`config.mk`:
```
export PLATFORM = sky130hd
export DESIGN_NAME = vector_reduce
export DESIGN_NICKNAME = d
export VERILOG_FILES = /design/src/rtl/vector_reduce_pkg.sv /design/src/rtl/vector_reduce_reduce_stage.sv /design/src/rtl/vector_reduce.sv
export SDC_FILE = /design/constraint.sdc
export NUM_CORES = 1
export LEC_CHECK = 0
export ABC_AREA = 0
export CORE_MARGIN = 1.5
export CORE_UTILIZATION = 52
export DETAILED_ROUTE_END_ITERATION = 10
export PLACE_DENSITY = 0.79
export SETUP_SLACK_MARGIN = 0.2
export SLEW_MARGIN = 30
export SYNTH_ARGS = -nofsm -noshare
export SYNTH_HDL_FRONTEND = slang
export SYNTH_HIERARCHICAL = 1
export SYNTH_SLANG_ARGS = --single-unit
```
`constraint.sdc`:
```
create_clock -name Clock -period 2.7 [get_ports Clock]
set_input_delay 0.54 -clock Clock [delete_from_list [all_inputs] [get_ports Clock]]
set_output_delay 0.54 -clock Clock [all_outputs]
set_load 0.05 [all_outputs]
```
`src/rtl/vector_reduce_pkg.sv`:
```
// Shared constants and elaboration-time helpers for the vector_reduce block.
// Width derivations live here so the top, the tree stage and benches agree.
package vector_reduce_pkg;

    // Ceiling log2; clog2(0) = clog2(1) = 0.
    function automatic int unsigned clog2(input int unsigned n);
        int unsigned r = 0;
        for (int unsigned i = 0; i < 32; i++) begin
            if ((64'd1 << i) < 64'(n)) r = i + 1;
        end
        return r;
    endfunction

    // Wide enough that no sum of DIM*MAX_BEATS elements can overflow.
    function automatic int unsigned res_width(input int unsigned w_u,
                                              input int unsigned dim,
                                              input int unsigned max_beats);
        return w_u + clog2(dim * max_beats);
    endfunction

    function automatic int unsigned tree_depth(input int unsigned dim);
        return clog2(dim);
    endfunction

    function automatic int unsigned beat_width(input int unsigned max_beats);
        return clog2(max_beats + 1);
    endfunction

    // Number of lanes still alive after 'level' pairwise tree stages.
    function automatic int unsigned lanes_at(input int unsigned dim,
                                             input int unsigned level);
        int unsigned n = dim;
        for (int unsigned i = 0; i < level; i++) n = (n + 1) / 2;
        return n;
    endfunction

endpackage

```
`src/rtl/vector_reduce_reduce_stage.sv`:
```
// One registered level of the adder tree: adds lanes pairwise and carries
// the valid/last sideband alongside; an odd trailing lane passes through.
module reduce_stage #(
    parameter int unsigned N_IN = 2,
    parameter int unsigned W = 8,
    localparam int unsigned N_OUT = (N_IN + 1) / 2
) (
    input  logic               clk,
    input  logic               rst,
    input  logic               en,
    input  logic [N_IN*W-1:0]  in_data,
    input  logic               in_valid,
    input  logic               in_last,
    output logic [N_OUT*W-1:0] out_data,
    output logic               out_valid,
    output logic               out_last
);

    logic [N_OUT*W-1:0] pair_sum_c;

    for (genvar j = 0; j < N_OUT; j++) begin : g_pair
        if (2 * j + 1 < N_IN) begin : g_add
            assign pair_sum_c[j*W +: W] = in_data[2*j*W +: W] + in_data[(2*j+1)*W +: W];
        end else begin : g_pass
            assign pair_sum_c[j*W +: W] = in_data[2*j*W +: W];
        end
    end

    always_ff @(posedge clk) begin
        if (rst) begin
            out_data  <= '0;
            out_valid <= 1'b0;
            out_last  <= 1'b0;
        end else if (en) begin
            out_data  <= pair_sum_c;
            out_valid <= in_valid;
            out_last  <= in_last;
        end
    end

endmodule

```
`src/rtl/vector_reduce.sv`:
```
// Sums every element of a multi-beat vector: per-beat adder tree, then a
// beat accumulator, then a held output register with valid/ready handshake.
module vector_reduce
    import vector_reduce_pkg::*;
#(
    parameter int unsigned DIM       = 4,
    parameter int unsigned W_U       = 32,
    parameter int unsigned MAX_BEATS = 4,
    parameter bit          SIGNED    = 1'b0,
    localparam int unsigned RES_WIDTH  = res_width(W_U, DIM, MAX_BEATS),
    localparam int unsigned BEAT_WIDTH = beat_width(MAX_BEATS)
) (
    input  logic                  Clock,
    input  logic                  Reset,
    input  logic [DIM*W_U-1:0]    u,
    input  logic                  in_valid,
    input  logic                  in_last,
    output logic                  in_ready,
    output logic [RES_WIDTH-1:0]  sum,
    output logic [BEAT_WIDTH-1:0] out_beats,
    output logic                  out_err,
    output logic                  out_valid,
    input  logic                  out_ready
);

    localparam int unsigned D  = tree_depth(DIM);
    localparam int unsigned RW = RES_WIDTH;
    localparam int unsigned BW = BEAT_WIDTH;

    logic stall;
    logic take;

    assign stall    = out_valid && !out_ready;
    assign in_ready = !stall;
    assign take     = in_valid && in_ready;

    // Widen every lane to the result width before any addition.
    logic [DIM*RW-1:0] lanes_ext;

    for (genvar i = 0; i < DIM; i++) begin : g_ext
        if (SIGNED) begin : g_sext
            assign lanes_ext[i*RW +: RW] = RW'($signed(u[i*W_U +: W_U]));
        end else begin : g_zext
            assign lanes_ext[i*RW +: RW] = RW'(u[i*W_U +: W_U]);
        end
    end

    logic [RW-1:0] tree_data;
    logic          tree_valid;
    logic          tree_last;

    if (D == 0) begin : g_flat
        assign tree_data  = lanes_ext;
        assign tree_valid = take;
        assign tree_last  = in_last;
    end else begin : g_tree
        for (genvar l = 0; l < D; l++) begin : g_lvl
            localparam int unsigned N_IN  = lanes_at(DIM, l);
            localparam int unsigned N_OUT = lanes_at(DIM, l + 1);

            logic [N_IN*RW-1:0]  d_in;
            logic [N_OUT*RW-1:0] d_out;
            logic                v_in;
            logic                l_in;
            logic                v_out;
            logic                l_out;

            if (l == 0) begin : g_head
                assign d_in = lanes_ext;
                assign v_in = take;
                assign l_in = in_last;
            end else begin : g_link
                assign d_in = g_lvl[l-1].d_out;
                assign v_in = g_lvl[l-1].v_out;
                assign l_in = g_lvl[l-1].l_out;
            end

            reduce_stage #(
                .N_IN(N_IN),
                .W   (RW)
            ) u_stage (
                .clk      (Clock),
                .rst      (Reset),
                .en       (!stall),
                .in_data  (d_in),
                .in_valid (v_in),
                .in_last  (l_in),
                .out_data (d_out),
                .out_valid(v_out),
                .out_last (l_out)
            );
        end

        assign tree_data  = g_lvl[D-1].d_out;
        assign tree_valid = g_lvl[D-1].v_out;
        assign tree_last  = g_lvl[D-1].l_out;
    end

    // Accumulator: 'done' marks a completed vector waiting to move to the output.
    logic [RW-1:0] acc;
    logic [BW-1:0] cnt;
    logic          done;
    logic          err;

    logic          fresh_c;
    logic [BW-1:0] cnt_nxt_c;
    logic          at_max_c;

    always_comb begin
        fresh_c   = done || (cnt == '0);
        cnt_nxt_c = fresh_c ? BW'(1) : cnt + BW'(1);
        at_max_c  = (cnt_nxt_c == BW'(MAX_BEATS));
    end

    always_ff @(posedge Clock) begin
        if (Reset) begin
            acc  <= '0;
            cnt  <= '0;
            done <= 1'b0;
            err  <= 1'b0;
        end else if (!stall) begin
            if (tree_valid) begin
                acc  <= fresh_c ? tree_data : acc + tree_data;
                cnt  <= cnt_nxt_c;
                done <= tree_last || at_max_c;
                err  <= at_max_c && !tree_last;
            end else if (done) begin
                done <= 1'b0;
                cnt  <= '0;
            end
        end
    end

    // Output register holds its payload for as long as the consumer stalls.
    always_ff @(posedge Clock) begin
        if (Reset) begin
            out_valid <= 1'b0;
            sum       <= '0;
            out_beats <= '0;
            out_err   <= 1'b0;
        end else if (!stall) begin
            out_valid <= done;
            if (done) begin
                sum       <= acc;
                out_beats <= cnt;
                out_err   <= err;
            end
        end
    end

endmodule

```
==> out/summary.txt <==
Cell Int Power = 6.903 mW
CP max-delay cell = dfxtp_4
Setup-failing EPs final = 5
Cell mode on critical path = o211ai_1
Synthesized area = 15110 sq um
Final WS setup = -139.2 ps
Cells after synthesis = 1907
Routed vias = 16.97k
Hpwl dp = 34090 um
Critical path cell sequence = ha_4, inv_2, fa_2, nor2b_4, o21a_1, o211ai_2, a21oi_2, o211ai_1, a31oi_1, buf_4, o211ai_1, a21oi_1, nand3b_1, a211oi_2
Share of cells above drive strength 1 = 31.65%
Maximum VDD drop = 0.4819 mV
Placed Cells = 2691
Drt wl/cell = 18.83 um
Slew @ Worst Pin = 693.7 ps
Clock-pin slew on the worst setup and hold paths = 80 ps
Critical R2R Launch = g_tree.g_lvl[1].u_stage/out_data[0]
Via density = 6.032
Hold EP = sum[16]
Share of synthesized registers carrying an async set or reset = 0%
H-tree Lvls = 4
Min-delay src = sum[16]
GR Overflow Total = 0
CP endpoint kind = register
Critical Path AT = 3190 ps
GRT Total Usage = 31.36%
Die X = 173.5 um
Final period util = 105.2%
R2R depth = 14
Critical path class = reg2reg
Antenna diode count = 0
Critical Path Fanout Max = 3
CTS Buf Count = 17
Final hold violations = 0
Flop2flop setup slack = -140 ps
Initial Util = 52.79%
DRT Pass-1 Iters = 6
Max-cap violations = 0
Die area = 30090 sq um
Net switching power = 3.979 mW
Cts-stage hold buffer count = 0
Hold Slack = 455.1 ps
Worst rel slew slack = 53.65%
Hold Path Class = reg2reg
CTS Buffer Depth = 2
Routability cong. = 0.9411
Max frequency = 0.3522 GHz
Most common cell after layout, fill and taps aside = buf_4
Synthesized flop and latch total = 194
Routed wire length = 52990 um
Seq/Total Area, Yosys = 25.70%
Final nets = 2697
Comb power frac = 44.4%
YS warnings = 6
CTS tree = built
Max Slew Vio Count = 0
Hold-critical path depth = 2
Status = complete, but fails checks
Yosys cell types = 100
CP required = 3050 ps
Routed Antenna Nets = 0
Setup slack at placement = -729.9 ps
IO buf count = 174
Post-synthesis area per instance = 7.924 sq um
Later-pin clock latency in the skew report = 440 ps
Pwr dens = 484.4 nW/um^2
Boundary Pins = 175
Slowest stage delay, CP = 360 ps
Final cell count without fillers = 2814
Most frequent cells in the layout = buf_4 (372), nand2_1 (227), nor2_1 (169)
Worst Skew = 15.19 ps
Clock power share = 23.7%
Die Height = 173.5 um
Clock Tree Root = clkbuf_16
Global-route wire length before repair = 78540 um
RR Endpoint = acc[30]
Largest net degree at the start of global routing = 88
Area Overhead vs Synth = 48.63%
Rows = 62
Number of flops mapped to enable cells by yosys = 0
Share of power burned in registers = 31.9%
Switching part of the total power = 36.56%
Initial antenna violation count = 0
DR DRC count = 0
Initial DRC count = 1700
RSZ-0062 raised after global routing = true
Static leakage = 10.04 nW
Ys flop type = dfxtp_1
Clock sinks = 194
Number of global-route vias before repair = 16.02k
Core area = 28630 sq um
Failing checks = negative setup slack
Crit path time final = 2839 ps
Startpoint Class = register
## state kept, by name, indices dropped and copies added (netlist names)
name,count
sum,36
err,1
out_valid,1
g_tree.g_lvl.u_stage/out_valid,2
out_err,1
g_tree.g_lvl.u_stage/out_data,108
done,1
out_beats,3
g_tree.g_lvl.u_stage/out_last,2
cnt,3
acc,36
## timing repair
item                                   CTS  global route
setup buffers                           54            38
pin swaps                              157           155
gates resized for setup                261           208
setup endpoints to repair               76            71
endpoints found under the hold margin    0             0
## through the flow
| stage | total power, mW | cell area [sq um] | setup TNS (ps) | utilization, % |
|---|---|---|---|---|
| CTS | 10.30 | 21460 | -102.3 | 74.98 |
| floorplan | 5.787 | 15350 | -141.3 | - |
| detailed placement | 7.295 | 19510 | -19140 | 68.15 |
| global placement | 7.182 | 19510 | -15720 | 68.15 |
| global route | 11.38 | 22460 | -1758 | 78.47 |
| finish | 10.88 | 22460 | -514.7 | 78.47 |
## layer usage
metal	track usage [%]	up-vias	share of wire (%)
li1	-	7981	-
met2	53.80	901	49
met3	3.114	159	6.7
met5	0	-	0
met1	40.69	7933	41
met4	11.74	0	3.4
## worst max-delay path, delay by kind of cell, from the launching register on
kind / cells / cell delay [ps]
compound gates: 8 / 1550
fa+ha+maj: 2 / 380
flops: 1 / 360
simple gates: 2 / 240
buf+inv: 2 / 220
## Yosys cell counts (13+ instances only)
cell	n	share of area [%]
mux2i_1	62	4.1
inv_1	45	1.1
and3_1	15	0.62
o22ai_1	24	0.99
xor2_1	37	2.1
o211ai_1	14	0.70
a211oi_1	33	1.6
nor3b_1	23	1.1
nor2_1	177	4.4
o21a_1	14	0.70
a21oi_1	191	6.3
o21ai_0	64	2.1
o21ai_1	13	0.43
dfxtp_1	194	26
nand2_1	238	5.9
o21bai_1	18	0.89
nor3_1	23	0.76
a31oi_1	19	0.79
a21o_1	79	3.9
nand3_1	42	1.4
nor2b_1	14	0.58
nand4_1	20	0.83
a311oi_1	24	1.4
nand2b_1	31	1.3
xnor2_1	61	3.5
clkbuf_1	77	1.9
ha_1	142	12
## cell type report
class                      instances  area (sq um)
inverter                          45         168.9
sequential                       194          3933
timing repair buffer             582          4905
tap                              384         480.5
fill                            1825          6163
clock buffer                      18         439.2
multi-input combinational       1578         12400
clock inverter                    13         140.1
## power by group through the flow
stage,clock [mW],combinational [mW],sequential [mW]
finish,2.58,4.83,3.47
global placement,0,3.73,3.45
floorplan,0,2.41,3.38
CTS,2.61,4.24,3.45
global route,2.72,5.16,3.50
detailed placement,0,3.84,3.46
## logic make-up (layout without fill, tap and decap cells)
kind of cell / count (synthesis) / in the layout / synth area share [%]
muxes: 63 / 63 / 4.206
DFF: 194 / 194 / 25.70
xor gates and xnor gates: 98 / 98 / 5.680
buffers and inverters: 150 / 658 / 4.537
and+or+nand+nor: 660 / 660 / 20.98
AOI/OAI and AO/OA: 595 / 595 / 26.59
other: 1 / 16 / 0.02481
adders and majority gates: 146 / 146 / 12.29
## worst max-delay path by stage
stage                                                 to                           startpoint  cells after the start  slack, ps
floorplan           g_tree.g_lvl[0].u_stage/out_data[30]                                 u[0]                     10        -80
global placement    g_tree.g_lvl[0].u_stage/out_data[28]                                 u[0]                     11       -690
detailed placement  g_tree.g_lvl[0].u_stage/out_data[28]                                 u[0]                     11       -730
CTS                                              acc[32]  g_tree.g_lvl[1].u_stage/out_data[0]                     14        -90
global route                                     acc[32]  g_tree.g_lvl[1].u_stage/out_data[0]                     14       -280
finish                                           acc[30]  g_tree.g_lvl[1].u_stage/out_data[0]                     14       -140
Note: power is estimated with default switching activity, not from simulation.
